### src/rtl/m2_idct_block_scheduler.sv
// Top-level sequencer for the Milestone 2 IDCT datapath: walks every 8x8 block of Y, U, V
// and overlaps S' fetch / compute T / compute S / S write across consecutive blocks.
module m2_idct_block_scheduler #(
  parameter int Y_BLK_COLS  = 40,
  parameter int UV_BLK_COLS = 20,
  parameter int BLK_ROWS    = 30,
  parameter int PRE_BASE_Y  = 76800,
  parameter int PRE_BASE_U  = 153600,
  parameter int PRE_BASE_V  = 192000,
  parameter int POST_BASE_Y = 0,
  parameter int POST_BASE_U = 38400,
  parameter int POST_BASE_V = 57600
) (
  input  logic        clk,
  input  logic        rst,
  input  logic        enable,
  output logic        fetch_start,
  output logic [17:0] fetch_addr,
  output logic [8:0]  fetch_stride,
  input  logic        fetch_done,
  output logic        ct_start,
  input  logic        ct_done,
  output logic        cs_start,
  input  logic        cs_done,
  output logic        write_start,
  output logic [17:0] write_addr,
  output logic [8:0]  write_stride,
  input  logic        write_done,
  output logic        busy,
  output logic        finish
);

  typedef enum logic [2:0] {IDLE, LI_FETCH, LI_CT, CS_FS, CT_WS, LO_CS, LO_WS} state_t;
  typedef struct packed {
    logic [1:0] seg;
    logic [4:0] brow;
    logic [5:0] bcol;
  } blk_t;

  localparam logic [1:0] SEG_Y = 2'd0;
  localparam logic [1:0] SEG_U = 2'd1;
  localparam logic [1:0] SEG_V = 2'd2;

  state_t state;
  blk_t   f_ctr, w_ctr;
  logic   f_last, pend_a, pend_b, armed;
  logic   done_a, done_b, pair_done, fetch_go, write_go, frame_end;

  function automatic logic [5:0] cols_of(input logic [1:0] seg);
    return (seg == SEG_Y) ? 6'(Y_BLK_COLS) : 6'(UV_BLK_COLS);
  endfunction

  function automatic blk_t advance(input blk_t b);
    blk_t n;
    n = b;
    if (b.bcol == cols_of(b.seg) - 6'd1) begin
      n.bcol = '0;
      if (b.brow == 5'(BLK_ROWS - 1)) begin
        n.brow = '0;
        n.seg  = (b.seg == SEG_V) ? SEG_Y : b.seg + 2'd1;
      end else begin
        n.brow = b.brow + 5'd1;
      end
    end else begin
      n.bcol = b.bcol + 6'd1;
    end
    return n;
  endfunction

  function automatic logic is_final(input blk_t b);
    return (b.seg == SEG_V) && (b.brow == 5'(BLK_ROWS - 1)) && (b.bcol == 6'(UV_BLK_COLS - 1));
  endfunction

  function automatic logic [8:0] fstride_of(input logic [1:0] seg);
    return (seg == SEG_Y) ? 9'(Y_BLK_COLS * 8) : 9'(UV_BLK_COLS * 8);
  endfunction

  function automatic logic [8:0] wstride_of(input logic [1:0] seg);
    return (seg == SEG_Y) ? 9'(Y_BLK_COLS * 4) : 9'(UV_BLK_COLS * 4);
  endfunction

  function automatic logic [17:0] faddr_of(input blk_t b);
    logic [17:0] base;
    base = (b.seg == SEG_Y) ? 18'(PRE_BASE_Y) : (b.seg == SEG_U) ? 18'(PRE_BASE_U) : 18'(PRE_BASE_V);
    return base + ((18'(b.brow) * 18'(fstride_of(b.seg))) << 3) + (18'(b.bcol) << 3);
  endfunction

  // Output words pack two pixels, so a block column advances by 4 words rather than 8.
  function automatic logic [17:0] waddr_of(input blk_t b);
    logic [17:0] base;
    base = (b.seg == SEG_Y) ? 18'(POST_BASE_Y) : (b.seg == SEG_U) ? 18'(POST_BASE_U) : 18'(POST_BASE_V);
    return base + ((18'(b.brow) * 18'(wstride_of(b.seg))) << 3) + (18'(b.bcol) << 2);
  endfunction

  always_comb begin
    done_a = 1'b0;
    done_b = 1'b0;
    case (state)
      CS_FS: begin done_a = cs_done; done_b = fetch_done; end
      CT_WS: begin done_a = ct_done; done_b = write_done; end
      default: ;
    endcase
    pair_done = (pend_a | done_a) & (pend_b | done_b);
    fetch_go  = (state == IDLE && enable && armed) || (state == LI_CT && ct_done) ||
                (state == CT_WS && pair_done && !f_last);
    write_go  = (state == CS_FS && pair_done) || (state == LO_CS && cs_done);
    frame_end = (state == LO_WS) && write_done;
  end

  // armed holds off a frame start for the first edge after reset release.
  always_ff @(posedge clk or posedge rst) begin
    if (rst) begin
      state       <= IDLE;
      pend_a      <= 1'b0;
      pend_b      <= 1'b0;
      armed       <= 1'b0;
      busy        <= 1'b0;
      finish      <= 1'b0;
      fetch_start <= 1'b0;
      ct_start    <= 1'b0;
      cs_start    <= 1'b0;
      write_start <= 1'b0;
    end else begin
      armed       <= 1'b1;
      fetch_start <= fetch_go;
      write_start <= write_go;
      ct_start    <= 1'b0;
      cs_start    <= 1'b0;
      finish      <= 1'b0;
      case (state)
        IDLE: if (fetch_go) begin
          busy  <= 1'b1;
          state <= LI_FETCH;
        end
        LI_FETCH: if (fetch_done) begin
          ct_start <= 1'b1;
          state    <= LI_CT;
        end
        LI_CT: if (ct_done) begin
          cs_start <= 1'b1;
          state    <= CS_FS;
        end
        CS_FS: if (pair_done) begin
          pend_a   <= 1'b0;
          pend_b   <= 1'b0;
          ct_start <= 1'b1;
          state    <= CT_WS;
        end else begin
          pend_a <= pend_a | done_a;
          pend_b <= pend_b | done_b;
        end
        CT_WS: if (pair_done) begin
          pend_a   <= 1'b0;
          pend_b   <= 1'b0;
          cs_start <= 1'b1;
          state    <= f_last ? LO_CS : CS_FS;
        end else begin
          pend_a <= pend_a | done_a;
          pend_b <= pend_b | done_b;
        end
        LO_CS: if (cs_done) state <= LO_WS;
        LO_WS: if (write_done) begin
          finish <= 1'b1;
          busy   <= 1'b0;
          state  <= IDLE;
        end
        default: state <= IDLE;
      endcase
    end
  end

  always_ff @(posedge clk or posedge rst) begin
    if (rst) begin
      f_ctr        <= '0;
      w_ctr        <= '0;
      f_last       <= 1'b0;
      fetch_addr   <= '0;
      fetch_stride <= '0;
      write_addr   <= '0;
      write_stride <= '0;
    end else if (frame_end) begin
      f_ctr  <= '0;
      w_ctr  <= '0;
      f_last <= 1'b0;
    end else begin
      if (fetch_go) begin
        fetch_addr   <= faddr_of(f_ctr);
        fetch_stride <= fstride_of(f_ctr.seg);
        f_ctr        <= advance(f_ctr);
        if (is_final(f_ctr)) f_last <= 1'b1;
      end
      if (write_go) begin
        write_addr   <= waddr_of(w_ctr);
        write_stride <= wstride_of(w_ctr.seg);
        w_ctr        <= advance(w_ctr);
      end
    end
  end

endmodule
### config.mk
export PLATFORM = sky130hd
export DESIGN_NAME = m2_idct_block_scheduler
export DESIGN_NICKNAME = d
export VERILOG_FILES = /design/src/rtl/m2_idct_block_scheduler.sv
export SDC_FILE = /design/constraint.sdc
export NUM_CORES = 1
export LEC_CHECK = 0
export CORE_MARGIN = 1.5
export CORE_UTILIZATION = 40
export DETAILED_ROUTE_END_ITERATION = 10
export MAX_ROUTING_LAYER = met4
export PLACE_DENSITY = 0.71
export SYNTH_ARGS = -nofsm -noshare
export SYNTH_HDL_FRONTEND = slang
export SYNTH_SLANG_ARGS = --single-unit
### constraint.sdc
create_clock -name clk -period 4.94 [get_ports clk]
set_input_delay 0.988 -clock clk [delete_from_list [all_inputs] [get_ports clk]]
set_output_delay 0.988 -clock clk [all_outputs]
set_load 0.005 [all_outputs]
### Word-level counts from Yosys, hierarchy flattened

Cells that the tools add are included.

| storage, ports and cells | value |
|---|---|
| register bits | 93 |
| bits of input ports | 7 |
| output and inout bits | 60 |
| word-level logic and storage cells | 144 |

| cells by class | value |
|---|---|
| $add $sub $neg | 12 |
| multipliers | 2 |
| equal/unequal tests | 22 |
| multiplexer cells | 48 |
| bitwise gates (word level) | 4 |
| reductions and logical operators | 35 |

Operator list:

| kind | count |
|---|---|
| 13-bit two-way mux | 4 |
| 16-bit two-way mux | 2 |
| 5-bit by 9-bit multiplier with 14-bit output | 2 |
| 3-bit two-way mux | 8 |
| 6-bit two-way mux | 4 |
| 3-bit case mux with 7 select lines | 1 |
| 16-bit by 17-bit adder with 18-bit output | 1 |
| 18-bit by 17-bit adder with 18-bit output | 1 |
| 18-bit by 8-bit adder with 18-bit output | 1 |
| 18-bit by 9-bit adder with 18-bit output | 1 |
| 18-bit two-way mux | 1 |
| 2-bit nonzero test | 8 |
| 15-bit two-way mux | 1 |
| 7-bit two-way mux | 2 |
| 2-bit inequality test, second input constant | 7 |
| 6-bit by 1-bit adder with 6-bit output, second input constant | 2 |
| 6-bit == test | 2 |
| 1-bit two-way mux | 12 |
| 6-bit by 1-bit subtractor with 6-bit output, second input constant | 2 |
| 5-bit by 1-bit adder with 5-bit output, second input constant | 2 |
| 5-bit == test, second input constant | 2 |
| 1-bit logical AND | 10 |
| 5-bit two-way mux | 2 |
| 1-bit case mux with 2 select lines | 5 |
| other kinds (21) | 40 |

### Depth between registers and ports, before layout

Gate-level depths: netlist of the first run.

| depth | value |
|---|---|
| word-level depth | 9 |
| depth in mapped cells | 20 |
| gate-level depth less buffers | 18 |

### Worst setup path after synthesis of the first run

No wires, ideal clock.

| path | value |
|---|---|
| path kind | register -> register |
| start | register w_ctr[11] (netlist bit) |
| end | register write_addr[16] |
| data arrival time | 4.375 ns |
| required time | 4.853 ns |
| path slack | 0.479 ns |
| stages on the path, launching flop included | 17 |
| path buffers | 1 |
| cell sequence | dfrtp_1 -> or2_1 -> buf_2 -> and2_1 -> ha_1 -> fa_1 -> ha_1 -> ha_1 -> a211oi_1 -> nor2_1 -> nor2_1 -> ha_1 -> and3_1 -> a221o_1 -> and2_1 -> or4b_1 -> o211ai_1 |

| on the way | value |
|---|---|
| cells in the longest elaborated chain, start to end | 5 |
| elaborated cells on any way between the ends | 8 |
| classes of those cells | add/sub: 2; mul: 1; eq/ne: 1; mux: 3; reduce/logical: 1 |

RTL lines:

| element | line | RTL |
|---|---|---|
| start, declared | 45 | `blk_t f_ctr, w_ctr;` |
| start signal, assigned | 195 | `w_ctr <= advance(w_ctr);` |
| 2-bit logical NOT / 2-bit by 1-bit == test with 1-bit output (equally long branches) | 79, 91 |  |
| 8-bit two-way mux / 15-bit two-way mux (equally long branches) | 79, 91 |  |
| 5-bit by 9-bit multiplier with 14-bit output / 16-bit two-way mux (equally long branches) | 92, 91 |  |
| 16-bit by 17-bit adder with 18-bit output (*) | 92 | `return base + ((18'(b.brow) * 18'(wstride_of(b.seg))) << 3) + (18'(b.bcol) << 2);` |
| 18-bit by 8-bit adder with 18-bit output (*) | 92 |  |
| end signal, assigned | 193 | `write_addr <= waddr_of(w_ctr);` |
| end, declared | 26 | `output logic [17:0] write_addr,` |

Every way passes the cells marked *; elsewhere a longest branch is shown, timed or not.
A chain may end at the register's enable or synchronous reset.

### Worst setup path in the final report of the first run

| path | value |
|---|---|
| start | register f_ctr[11] (netlist bit) |
| end | register fetch_addr[16] |

| on the way | value |
|---|---|
| cells in the longest elaborated chain, start to end | 5 |
| elaborated cells on any way between the ends | 8 |
| classes of those cells | add/sub: 2; mul: 1; eq/ne: 1; mux: 3; reduce/logical: 1 |

RTL lines:

| element | line | RTL |
|---|---|---|
| start, declared | 45 |  |
| start signal, assigned | 189 | `f_ctr <= advance(f_ctr);` |
| 2-bit logical NOT / 2-bit by 1-bit == test with 1-bit output (equally long branches) | 75, 84 |  |
| 9-bit two-way mux / 16-bit two-way mux (equally long branches) | 75, 84 |  |
| 5-bit by 9-bit multiplier with 14-bit output / 18-bit two-way mux (equally long branches) | 85, 84 |  |
| 18-bit by 17-bit adder with 18-bit output (*) | 85 | `return base + ((18'(b.brow) * 18'(fstride_of(b.seg))) << 3) + (18'(b.bcol) << 3);` |
| 18-bit by 9-bit adder with 18-bit output (*) | 85 |  |
| end signal, assigned | 187 | `fetch_addr <= faddr_of(f_ctr);` |
| end, declared | 18 | `output logic [17:0] fetch_addr,` |

Marks and branches as above.

==> impl_metrics.py, run 1 <==
metrics = {
    "status": {
        "outcome": "complete, no violations",
    },
    "floorplan": {
        "initial_util_pct": 41.1,
        "floorplan.core_area_mm2": 0.0133,
        "fp.dieH_um": 120,
        "chipWidth_um": 120,
        "design.portCount": 67,
        "floorplan.die_area_mm2": 0.0144,
        "row_count": 42,
    },
    "timing": {
        "max-slew-margin-rel_pct": 37.6,
        "timing.clock.skew_ps": 6.84,
        "maximum_achievable_frequency_ghz": 0.218,
        "layout_min_cycle_time_ps": 4590,
        "finalMaxSlewViolations": 0,
        "post-route-period-util_pct": 92.8,
        "final.hold.worst_slack_ps": 463,
        "setup_viol_count_final": 0,
        "tns_ps": 0,
        "worst-slew-pin-transition_ps": 935,
        "hold_viol_final": 0,
        "grt_setup_unrepaired": "false",
    },
    "clock_network": {
        "clkSlewWorstSetupHoldPaths_ps": 60,
        "cts_hold_repair.buffers": 0,
        "cts_max_level": 3,
        "clock_tree.buffer_depth": 2,
        "number_of_clock_buffers_inserted_by_tritoncts": 9,
        "tritoncts_clock_tree": "built",
        "cts_root_buffer": "sky130_fd_sc_hd__clkbuf_16",
        "clock_sink_count": 74,
        "clk_latency_ps": 330,
    },
    "pwr": {
        "share_comb_of_total_power_pct": 30.4,
        "vdd_drop_max_mv": 0.203,
        "net_switching_component_of_the_power_mw": 0.699,
        "power.sequential.fraction_pct": 41.0,
        "power.leakage_nw": 3.03,
        "post-layout-total-power_mw": 2.15,
        "netSwitchingFraction_pct": 32.6,
        "power.density_mw_per_mm2": 338,
        "cellInternalPower_mw": 1.45,
        "clkPwrFrac_pct": 28.5,
    },
    "worst_setup_path": {
        "cp_data_arrival_time_ps": 4800,
        "required_ps": 5160,
        "setup.worst_path.end_class": "flop",
        "setup.worst_path.start_class": "flop",
        "type_of_the_setup_path_with_the_least_slack": "flop to flop",
        "critPathMaxFanout": 10,
    },
    "worst_hold_path": {
        "worst_hold_path_type": "flop to flop",
    },
    "global_routing": {
        "global_route.overflow_total": 0,
        "initial_antenna_violation_count": 0,
        "global_route_wire_length_before_repair_um": 20100,
        "vias_in_the_first_global_route": 4270,
        "grt_max_degree": 47,
        "grt_util_all_layers_pct": 17.3,
    },
    "synth": {
        "netlist_top_cells_area": "sky130_fd_sc_hd__dfrtp_1 (34%), sky130_fd_sc_hd__ha_1 (12%), sky130_fd_sc_hd__nand2_1 (6.8%)",
        "synthesis.area_per_instance_um2": 8.73,
        "synth_seq_area_share_pct": 33.9,
        "synth_enable_flop_cells": 0,
        "synthesis.yosys.warnings": 0,
        "synth.distinct_cells": 66,
        "post_synth_instance_area_mm2": 0.00547,
        "netlist_top_cells_count": "sky130_fd_sc_hd__nand2_1 (99), sky130_fd_sc_hd__dfrtp_1 (74), sky130_fd_sc_hd__ha_1 (52)",
        "syn-instance-count": 626,
        "ys_async_sr_fraction_pct": 100,
        "ys_ff_latch": 74,
        "synth_top_area_cell": "sky130_fd_sc_hd__dfrtp_1",
        "yosys.cell_count.top_type": "sky130_fd_sc_hd__nand2_1",
        "synthDominantCellAreaShare_pct": 33.9,
        "dominantRegCellSynth": "sky130_fd_sc_hd__dfrtp_1",
    },
    "placement": {
        "post-dp-hpwl_um": 8630,
        "dp.cells": 835,
        "postPlaceCellArea_mm2": 0.00607,
        "routabilityCongestion": 0.834,
        "io_buffers": 51,
    },
    "cells_and_area": {
        "fin_nets": 739,
        "total_of_fill_cells_in_the_finished_design": 1249,
        "final_layout_size_suffix_gt1_share_pct": 6.81,
        "area_growth_syn_to_layout_pct": 16.3,
        "final_design_area_no_fill_mm2": 0.00636,
        "finalNonFillerCells": 851,
        "antenna-diode-count": 0,
    },
    "route": {
        "postRouteWirelength_um": 11500,
        "drcViolationCount": 0,
        "route.detailed.vias_per_inst": 5.35,
        "dr.first_iter.drc_count": 364,
        "routed_wire_length_per_instance_um": 13.5,
        "ant_nets": 0,
        "detailroute.via_count": 4549,
        "drt_pass1_iterations": 6,
    },
    "flow_run": {
        "max-cap-violations": 0,
    },
}
## sequential cells by signal, summed over array words and instances, names as in the netlist
name and flops:
fetch_stride 2, pend_a 1, armed 1, write_stride 2, pend_b 1, write_addr 16
state 3, f_ctr 13, cs_start 1, fetch_addr 15, write_start 1, fetch_start 1
finish 1, busy 1, ct_start 1, f_last 1, w_ctr 13
## power groups by stage
stage          Sequential (mW)  Combinational (mW)  Clock (mW)
6_report                 0.882               0.653       0.613
5_1_grt                  0.907               0.727       0.654
4_1_cts                  0.883               0.659       0.629
3_5_place_dp             0.894               0.656           0
3_3_place_gp             0.883               0.642           0
2_1_floorplan            0.838               0.432           0
## through the flow
stage	utilization (%)	setup WS, ps
2_1_floorplan	-	479
6_report	47.8	354
5_1_grt	47.8	87.4
3_3_place_gp	45.6	375
4_1_cts	47.8	240
3_5_place_dp	45.6	250
## routing by layer
metal / part of all wire [%] / GRT usage [%] / up-vias
met1: 49 / 24.1 / 2160
met2: 46 / 26.1 / 111
met3: 3.7 / 2.09 / 16
met5: 0 / - / -
met4: 1.6 / 6.03 / 0
li1: - / - / 2262
## layout by cell type, fill, tap and decap left out, types with 4 or more instances in the layout
cell                              Yosys  layout
sky130_fd_sc_hd__o21ai_0             35      35
sky130_fd_sc_hd__nand2b_1            13      13
sky130_fd_sc_hd__ha_1                52      52
sky130_fd_sc_hd__fa_1                10      10
sky130_fd_sc_hd__clkdlybuf4s50_1      0      51
sky130_fd_sc_hd__buf_4               21       8
sky130_fd_sc_hd__or2_2                5       5
sky130_fd_sc_hd__dfrtp_1             74      74
sky130_fd_sc_hd__nand3_1             26      26
sky130_fd_sc_hd__nor3_1              10      10
sky130_fd_sc_hd__a21o_1               6       6
sky130_fd_sc_hd__conb_1               2      25
sky130_fd_sc_hd__xor2_1               7       7
sky130_fd_sc_hd__nor2_1              36      35
sky130_fd_sc_hd__a41oi_1              4       4
sky130_fd_sc_hd__nor2b_1             11      11
sky130_fd_sc_hd__a311oi_1             4       4
sky130_fd_sc_hd__a31oi_1              6       6
sky130_fd_sc_hd__clkbuf_16            0       9
sky130_fd_sc_hd__a21oi_1             39      39
sky130_fd_sc_hd__o211ai_1             6       6
sky130_fd_sc_hd__mux2i_1              4       4
sky130_fd_sc_hd__or3_1                8       8
sky130_fd_sc_hd__nand2_1             99      99
sky130_fd_sc_hd__o31ai_1              6       6
sky130_fd_sc_hd__xnor2_1             12      12
sky130_fd_sc_hd__and3_1               7       7
sky130_fd_sc_hd__a211oi_1             6       5
sky130_fd_sc_hd__and2_1               8       8
sky130_fd_sc_hd__inv_1               19      18
sky130_fd_sc_hd__nor3b_1              6       6
## cell families after synthesis
kind of cell               after synthesis  share of synthesized area (%)
xor gates and xnor gates                19                           3.04
muxes                                    7                           1.35
adders and majority gates               63                           15.7
other                                    2                          0.137
DFF                                     74                           33.9
buffers and inverters                   70                           6.50
AOI/OAI and AO/OA                      137                           16.2
and+or+nand+nor                        254                           23.1
## worst max-delay path, stage by stage, from the launching register on
cell	delay [ps]
sky130_fd_sc_hd__dfrtp_1	410
sky130_fd_sc_hd__or2_2	410
sky130_fd_sc_hd__and2_1	210
sky130_fd_sc_hd__ha_1	270
sky130_fd_sc_hd__inv_1	50
sky130_fd_sc_hd__fa_1	520
sky130_fd_sc_hd__inv_1	40
sky130_fd_sc_hd__ha_1	290
sky130_fd_sc_hd__ha_1	340
sky130_fd_sc_hd__a21oi_1	210
sky130_fd_sc_hd__xnor2_1	160
sky130_fd_sc_hd__ha_1	300
sky130_fd_sc_hd__nand2_1	100
sky130_fd_sc_hd__a21oi_1	60
sky130_fd_sc_hd__or4_1	470
sky130_fd_sc_hd__mux2_2	280
sky130_fd_sc_hd__a211oi_1	270
sky130_fd_sc_hd__nor3_2	80
## worst paths after layout
kind	cells after the start	slack (ps)	startpoint	end
max	17	350	f_ctr[11]	fetch_addr[16]
min	2	460	fetch_addr[6]	fetch_addr[6]
max reg2reg	17	350	f_ctr[11]	fetch_addr[16]
min reg2reg	2	460	fetch_addr[6]	fetch_addr[6]
max in group asynchronous	3	2810	rst	write_addr[6]
min in group asynchronous	2	1200	rst	f_ctr[7]
## what timing repair did
item                                    in CTS  in global routing
setup buffers                                0                  0
gates resized for setup                      0                  2
endpoints found under the setup margin       0                  1
## final cells by class
cell class,count,area [um2],share of cell area (%)
clock buffers,12,256,4.03
inverters,21,78.8,1.24
well taps,176,220,3.46
multi-input cells,505,3350,52.8
clock inverters,4,26.3,0.413
repair buffers,59,571,8.97
flip-flops and latches,74,1850,29.1
(Power assumes the default switching activity.)
==> inputs of run 2 (changes only) <==
--- a/config.mk
+++ b/config.mk
@@ -5,11 +5,13 @@
 export SDC_FILE = /design/constraint.sdc
 export NUM_CORES = 1
 export LEC_CHECK = 0
+export CAP_MARGIN = 40
 export CORE_MARGIN = 1.5
-export CORE_UTILIZATION = 40
+export CORE_UTILIZATION = 45
 export DETAILED_ROUTE_END_ITERATION = 10
 export MAX_ROUTING_LAYER = met4
-export PLACE_DENSITY = 0.71
+export PLACE_DENSITY = 0.77
+export SKIP_LAST_GASP = 1
 export SYNTH_ARGS = -nofsm -noshare
 export SYNTH_HDL_FRONTEND = slang
 export SYNTH_SLANG_ARGS = --single-unit
==> run 2 against run 1 <==
  * Combinational power is essentially flat
  * Non-clock buffer count is the same
  * Clock skew shrank 1.8 ps
  * Power grew 0.51%
  * Via count shrank 0.11%
  * Highest routed layer unchanged
==> impl_metrics.py, run 2 (synthesized netlist as in run 1, its figures left out) <==
metrics = {
    "timing": {
        "max-slew-margin-rel_pct": 50.0,
        "finalMaxSlewViolations": 0,
        "maximum_achievable_frequency_ghz": 0.211,
        "grt_setup_unrepaired": "false",
        "hold_viol_final": 0,
        "tns_ps": 0,
        "timing.clock.skew_ps": 5.04,
        "post-route-period-util_pct": 96.0,
        "worst-slew-pin-transition_ps": 749,
        "setup_viol_count_final": 0,
        "layout_min_cycle_time_ps": 4740,
        "final.hold.worst_slack_ps": 462,
    },
    "worst_setup_path": {
        "setup.worst_path.end_class": "flop",
        "r2r_slack_ps": 200,
        "setup.worst_path.start_class": "flop",
        "path_buf_inv": 0,
        "crit_path_cell_trace": "or2_1 -> nand2_1 -> nand2_1 -> ha_1 -> fa_1 -> ha_1 -> ha_1 -> a211oi_2 -> nor2_1 -> nor2_1 -> ha_1 -> and3_1 -> a221o_1 -> and2_1 -> or4b_1 -> o211ai_1",
        "type_of_the_setup_path_with_the_least_slack": "flop to flop",
        "worstReg2RegEnd": "write_addr[16]",
        "worstRegToRegCells": 16,
        "critPathMaxFanout": 8,
        "cell_at_the_slowest_stage_of_the_critical_path": "sky130_fd_sc_hd__or4b_1",
        "required_ps": 5190,
        "critical-path-top-cell-by-count": "sky130_fd_sc_hd__ha_1",
        "critical_path.startpoint": "w_ctr[12]",
        "reg2reg_from": "w_ctr[12]",
        "worst_setup_path_endpoint": "write_addr[16]",
        "cpPeakStageDelay_ps": 500,
        "number_of_logic_stages_on_the_critical_path_including_buffering": 16,
        "worst_path_dominant_cell_family": "adder cells",
        "cp_data_arrival_time_ps": 5000,
    },
    "floorplan": {
        "fp.dieH_um": 113,
        "row_count": 40,
        "floorplan.core_area_mm2": 0.0119,
        "floorplan.die_area_mm2": 0.0128,
        "initial_util_pct": 45.9,
        "design.portCount": 67,
        "chipWidth_um": 113,
    },
    "route": {
        "ant_nets": 0,
        "route.detailed.vias_per_inst": 5.53,
        "postRouteWirelength_um": 11700,
        "routed_wire_length_per_instance_um": 14.2,
        "detailroute.via_count": 4544,
        "dr.first_iter.drc_count": 373,
        "drt_pass1_iterations": 7,
        "drcViolationCount": 0,
    },
    "pwr": {
        "power.density_mw_per_mm2": 341,
        "power.leakage_nw": 3.03,
        "vdd_drop_max_mv": 0.197,
    },
    "placement": {
        "post-dp-hpwl_um": 8740,
        "routabilityCongestion": 0.863,
        "io_buffers": 51,
    },
    "cells_and_area": {
        "multi_input_combinational_cell_area_mm2": 0.00336,
        "biggestRegsByFlops": "write_addr: 16 flops, fetch_addr: 15 flops",
        "seq_area_mm2": 0.00185,
        "area_growth_syn_to_layout_pct": 15.9,
        "largest_register_ffs": 16,
        "mostFrequentLayoutCells": "sky130_fd_sc_hd__nand2_1 (99), sky130_fd_sc_hd__dfrtp_1 (74), sky130_fd_sc_hd__ha_1 (52)",
        "final_common_cell": "sky130_fd_sc_hd__nand2_1",
        "final_layout_size_suffix_gt1_share_pct": 6.37,
        "largest-register": "write_addr",
        "fin_nets": 739,
        "antenna-diode-count": 0,
        "total_of_fill_cells_in_the_finished_design": 1068,
    },
    "global_routing": {
        "global_route.overflow_total": 0,
        "initial_antenna_violation_count": 0,
        "global_route_wire_length_before_repair_um": 20300,
        "grt_util_all_layers_pct": 19.8,
        "grt_max_degree": 38,
        "vias_in_the_first_global_route": 4368,
    },
    "worst_hold_path": {
        "hold_sp": "fetch_addr[3]",
        "worst_hold_path_type": "flop to flop",
    },
    "status": {
        "outcome": "complete, no violations",
    },
    "clock_network": {
        "cts_resized": 0,
        "cts_max_level": 3,
        "clk_latency_ps": 330,
        "cts_hold_repair.buffers": 0,
        "clkSlewWorstSetupHoldPaths_ps": 60,
        "clock_sink_count": 74,
        "tritoncts_clock_tree": "built",
        "number_of_clock_buffers_inserted_by_tritoncts": 9,
        "cts_root_buffer": "sky130_fd_sc_hd__clkbuf_16",
        "post-cts-setup-buffers": 0,
        "clock_tree.buffer_depth": 2,
    },
    "flow_run": {
        "max-cap-violations": 0,
    },
}
[run 2: where the power goes]
group,total [mW],leakage (nW),switching [mW],internal [mW]
registers,0.877,0.976,0.138,0.739
clock network,0.628,0.138,0.238,0.390
logic,0.654,1.92,0.309,0.345
total,2.16,3.03,0.685,1.47
[run 2: stage by stage]
| step | area [um2] | utilization, % | setup slack, ps | total power [mW] | instances |
|---|---|---|---|---|---|
| 3_3_place_gp | 6020 | 50.6 | 266 | 1.51 | 805 |
| 5_1_grt | 6330 | 53.2 | 7.93 | 2.29 | 822 |
| 3_5_place_dp | 6040 | 50.7 | 28.2 | 1.54 | 806 |
| 6_report | 6330 | 53.2 | 196 | 2.16 | 822 |
| 2_1_floorplan | 5550 | - | 479 | 1.27 | 649 |
| 4_1_cts | 6320 | 53.1 | 20.1 | 2.17 | 822 |
[run 2: worst min-delay path by stage]
stage | endpoint | slack, ps | depth (start not counted)
detailed placement | write_addr[5] | 460 | 2
global route | fetch_addr[8] | 490 | 2
CTS | write_addr[5] | 470 | 2
finish | fetch_addr[3] | 460 | 2
floorplan | write_addr[2] | 460 | 2
global placement | fetch_addr[7] | 450 | 2
[run 2: tightest hold or removal path, stage by stage, from the launching register on]
cell and delay [ps]:
sky130_fd_sc_hd__dfrtp_1 340, sky130_fd_sc_hd__nand2_1 50, sky130_fd_sc_hd__nand2_1 50
[run 2: routing by layer]
layer | part of all wire, % | up-vias | wire length, um | global-route usage [%]
li1 | - | 2263 | - | -
met1 | 47 | 2151 | 5500 | 26.7
met2 | 47 | 111 | 5530 | 30.9
met3 | 3.9 | 19 | 460 | 2.57
met4 | 1.6 | 0 | 191 | 6.75
met5 | 0 | - | 0 | -
[run 2: final cells by class]
class                      instances  area share [%]
multi-input combinational        505            53.0
inverter                          21            1.24
sequential                        74            29.2
timing repair buffer              59            9.20
tap                              147            2.90
clock buffer                      13            3.79
clock inverter                     3           0.632
==> RTL change 1 (config.mk and constraints of run 1) <==
Reset style: synchronous (`rst`), changed in 2 clocked blocks.
--- a/src/rtl/m2_idct_block_scheduler.sv
+++ b/src/rtl/m2_idct_block_scheduler.sv
@@ -109,5 +109,5 @@
 
   // armed holds off a frame start for the first edge after reset release.
-  always_ff @(posedge clk or posedge rst) begin
+  always_ff @(posedge clk) begin
     if (rst) begin
       state       <= IDLE;
@@ -170,5 +170,5 @@
   end
 
-  always_ff @(posedge clk or posedge rst) begin
+  always_ff @(posedge clk) begin
     if (rst) begin
       f_ctr        <= '0;
Behaviour: differs if rst is asserted again (counterexample within 4 cycles, from zero or initial values and one cycle with rst high); with rst held inactive, the same outputs for 10 cycles.
==> RTL change 1 against run 1 <==
- synthesized area decreased by 9.6%
- wire length shrank 9.6%
- setup slack got worse by 0.0077 ns
- global-route usage increased by 0.14 points
- final area down 9.4%
- highest routed layer unchanged
- sequential cell count is the same
- largest cell class unchanged
Power is not compared: it rests on default switching activity, and its combinational part moved more than twofold at a synthesized area within 25%.
==> RTL change 1: results (changes against run 1) <==
setup_path:
  slowest_delay_ns: 0.53
  crit_arrival_ns: 4.82  # +0.02 ns
  regToRegSetupSlack_ns: 0.35
  reg2regPathDepth: 18  # +1
  critPathTopFamily: "adder cells"
  worstReg2RegStart: "f_ctr[12]$_SDFFE_PP0P_"
  cp_max_fo: 10  # unchanged
  r2r-end: "fetch_addr[16]$_SDFFE_PP0P_"
  cp_slowest_cell: "fa_1"
outcome:
  status: "completed"
routing:
  totalWireLength_um: 10380  # -9.6%
  dr.pass1.iters: 4  # -2
  vias: 4191  # -7.9%
  drt_iter0_markers: 298  # -18%
cts:
  h-tree-depth: 3  # unchanged
  cts_max_path_buffers: 2  # unchanged
  post_cts_buffers: 0  # unchanged
  numCtsBuffers: 9  # unchanged
  clkTransAtPathRegs_ns: 0.06  # about the same
  clkLatencyLatePin_ns: 0.33  # about the same
  root_buffer: "clkbuf_16"
pwr:
  p_leak_nw: 2.440
  irDropWorstVdd_mv: 0.1737
  power.internal_w: 0.001066
grt:
  antenna_found_initial: 0  # unchanged
  grt_max_degree: 46  # -2.1%
  grt_pass1_vias: 4110  # -3.7%
  grt_pass1_wl_um: 18040  # -10%
  grt.total_usage_pct: 17.45  # +0.14 points
synthesis:
  synth_cell_types: 62  # -6.1%
  ys_top_cells_by_area: "dfxtp_1 30%, ha_1 13%, a21oi_1 6.0%"
  async_flop_share_pct: 0  # -100 points
  yosysSeqAreaShare_pct: 29.98  # -3.9 points
  yosysWarnings: 0  # unchanged
  ys_top_cells_by_count: "77 x nand2_1, 74 x dfxtp_1, 61 x nor2_1"
place:
  dp_slack_ns: 0.2862  # +0.03649 ns
  gp_congestion: 0.8351  # +0.18%
  place_area_um2: 5485  # -9.6%
  hpwl_um: 7868  # -8.8%
  io_buffers: 51  # unchanged
worst_hold_path:
  min_to: "fetch_addr[8]$_SDFFE_PP0P_"
  hold_class: "reg -> reg"
  holdCritStartpoint: "fetch_addr[8]$_SDFFE_PP0P_"
  holdPathStages: 2  # unchanged
timing:
  whs_ns: 0.4490  # -0.01373 ns
  skew_ns: 0.006624  # -0.0002151 ns
  worst_slew_pin_slew_ns: 0.9935  # +0.05820 ns
cells_and_area:
  final_nets: 713  # -3.5%
  num_antenna_cells: 0  # unchanged
  reg_top3: "write_addr (16), fetch_addr (15)"
  fillers: 1171  # -6.2%
  drive_gt1_share_pct: 5.701  # -1.1 points
-- RTL change 1: changes by cell type after synthesis, moves of 5 or more --
cell | before | now
a21oi_1 | 39 | 59
and3_1 | 7 | 2
dfrtp_1 | 74 | 0
dfxtp_1 | 0 | 74
inv_1 | 19 | 25
nand2_1 | 99 | 77
nand3_1 | 26 | 7
nand4_1 | 0 | 6
nor2_1 | 36 | 61
o211ai_1 | 6 | 0
o21ai_0 | 35 | 22
xnor2_1 | 12 | 18
-- RTL change 1: cell type report --
class,count,area share (%)
well taps,147,3.194
inverters,27,1.760
multi-input cells,474,54.89
repair buffers,58,9.691
clock inverters,5,0.6954
flip-flops and latches,74,25.73
clock buffers,11,4.042
-- RTL change 1: cells by family after synthesis --
logic type      Yosys count  share of synthesized area (%)
simple gates            226                          22.34
buf+inv                  76                          7.951
other cells               2                         0.1520
xor+xnor                 27                          4.786
flops                    74                          29.98
compound gates          130                          16.56
fa+ha+maj                62                          17.22
mux                       5                          1.013
-- RTL change 1: how the worst max path moves through the flow --
stage                                 startpoint                           to  slack [ns]  depth (start not counted)
after floorplan           w_ctr[12]$_SDFFE_PP0P_  write_addr[16]$_SDFFE_PP0P_        0.41                         22
after global placement    w_ctr[12]$_SDFFE_PP0P_  write_addr[16]$_SDFFE_PP0P_        0.45                         22
after detailed placement  w_ctr[12]$_SDFFE_PP0P_  write_addr[16]$_SDFFE_PP0P_        0.29                         22
after CTS                 w_ctr[12]$_SDFFE_PP0P_  write_addr[16]$_SDFFE_PP0P_        0.22                         22
after global routing      w_ctr[12]$_SDFFE_PP0P_  write_addr[16]$_SDFFE_PP0P_        0.04                         22
final                     f_ctr[12]$_SDFFE_PP0P_  fetch_addr[16]$_SDFFE_PP0P_        0.35                         18
-- RTL change 1: routing by layer --
layer / vias up / global-route usage [%] / part of all wire [%]
li1: 2118 / - / -
met1: 1978 / 20.18 / 45
met2: 81 / 30.16 / 50
met3: 14 / 3.017 / 3.0
met4: 0 / 6.833 / 1.7
met5: - / - / 0
-- RTL change 1: metrics by stage --
| step | utilization (%) | cells |
|---|---|---|
| floorplan | - | 624 |
| finish | 47.94 | 796 |
| global route | 47.94 | 796 |
| detailed placement | 45.67 | 780 |
| CTS | 47.94 | 796 |
| global placement | 45.67 | 780 |
-- RTL change 1: power groups by stage --
stage / logic, W / registers, W / clock network, W
3_3_place_gp: 0.000200 / 0.000666 / 0
6_report: 0.000206 / 0.000655 / 0.000591
5_1_grt: 0.000231 / 0.000660 / 0.000632
4_1_cts: 0.000207 / 0.000655 / 0.000612
3_5_place_dp: 0.000206 / 0.000668 / 0
2_1_floorplan: 0.000151 / 0.000654 / 0
-- RTL change 1: timing repair --
action | CTS | global route
hold buffers | 0 | 0
setup endpoints to repair | 0 | 1
resized for setup | 0 | 1
==> RTL change 2 (config.mk and constraints of run 1) <==
Without the edit above. Change the parameter `BLK_ROWS` from 30 to 29.
--- a/src/rtl/m2_idct_block_scheduler.sv
+++ b/src/rtl/m2_idct_block_scheduler.sv
@@ -4,5 +4,5 @@
   parameter int Y_BLK_COLS  = 40,
   parameter int UV_BLK_COLS = 20,
-  parameter int BLK_ROWS    = 30,
+  parameter int BLK_ROWS    = 29,
   parameter int PRE_BASE_Y  = 76800,
   parameter int PRE_BASE_U  = 153600,
Function: no difference found for any inputs over 10 cycles, from zero or initial values and one cycle with rst high; that may be too few to reach the edited logic, so the function may still have changed.
==> RTL change 2 against run 1 <==
- synthesized area is 0.53% higher
- wire length is 2.5% higher
- power is 11% higher
- critical path depth is 1 lower
- sequential cell count stayed put
- fmax is 0.73% lower
- combinational power is 15% higher
- die area is 0.52% higher
- non-clock buffer count is 4 lower
- synthesized cell count is 4.3% lower
- setup slack worse by 0.034 ns
- final area is 1.1% higher
- largest cell class unchanged
- largest power group unchanged
==> RTL change 2: results (changes against run 1) <==
cells_and_area:
  multi_input_cells: 476  # -5.7%
  seq_share_pct: 28.82  # -0.31 points
  buf_share_pct: 8.411  # -0.56 points
  fillers: 1235  # -1.1%
  n_all_buffers: 55  # -6.8%
  drive_gt1_share_pct: 8.642  # +1.8 points
timing:
  worst_slew_pin_slew_ns: 0.8174  # -0.1179 ns
  whs_ns: 0.4773  # +0.01457 ns
  skew_ns: 0.006386  # -0.0004525 ns
  setup_ws_ns: 0.3200  # -0.03382 ns
setup_path:
  startpoint: "w_ctr[12]$_DFFE_PP0P_"
  cp_slowest_cell: "dfrtp_1"
  r2r-end: "write_addr[16]$_DFFE_PP0P_"
  reg2regPathDepth: 16  # -1
  crit_arrival_ns: 4.83  # +0.03 ns
place:
  hpwl_um: 8731  # +1.2%
  dp_slack_ns: 0.2391  # -0.01061 ns
grt:
  grt.total_usage_pct: 17.36  # +0.051 points
  grt_pass1_vias: 4363  # +2.2%
  grt_pass1_wl_um: 19950  # -0.79%
  met3_usage_pct: 3.160  # +1.1 points
  grt_max_degree: 41  # -13%
synthesis:
  ys_top_cells_by_count: "74 x dfrtp_1, 70 x nand2_1, 52 x ha_1"
  ys_top_cells_by_area: "dfrtp_1 34%, ha_1 12%, nand2_1 4.8%"
routing:
  dr.pass1.iters: 5  # -1
  drt_iter0_markers: 367  # +0.82%
  vias_per_cell: 5.465  # +2.2%
pwr:
  p_leak_nw: 3.066  # +1.1%
  irDropWorstVdd_mv: 0.1797  # -11%
  pwr-share-seq_pct: 38.3  # -2.7 points
  power.internal_w: 0.001610  # +11%
  finalPower_w: 0.002389  # +11%
  power_frac_clock_pct: 30.4  # +1.9 points
outcome:
  status: "completed"
worst_hold_path:
  min_to: "write_addr[8]$_DFFE_PP0P_"
RTL change 2: cells by family after synthesis:
| family | share of synthesized area (%) |
|---|---|
| and+or+nand+nor | 17.73 |
| AOI/OAI and AO/OA | 17.28 |
| DFF | 33.69 |
| buffers and inverters | 6.624 |
| adders and majority gates | 15.84 |
| xor gates and xnor gates | 3.915 |
| muxes | 4.780 |
| other | 0.1366 |
RTL change 2: through the flow:
| step | utilization, % | cells |
|---|---|---|
| floorplan | - | 622 |
| global placement | 45.58 | 808 |
| detailed placement | 45.58 | 808 |
| CTS | 48.04 | 824 |
| global route | 48.14 | 824 |
| finish | 48.14 | 824 |
RTL change 2: critical path, delay by kind of cell, from the launching register on:
kind                     cells  cell delay, ns
AND/OR/NAND/NOR              3            0.66
adder cells (fa/ha/maj)      5            1.85
flip-flops                   1            0.51
AO/OA/AOI/OAI                7            1.29
XOR/XNOR                     1            0.18
RTL change 2: layer usage:
metal	wire length [um]	share of wire [%]
met1	5377	46
met2	5736	49
met3	470	4.0
met4	182	1.5
met5	0	0
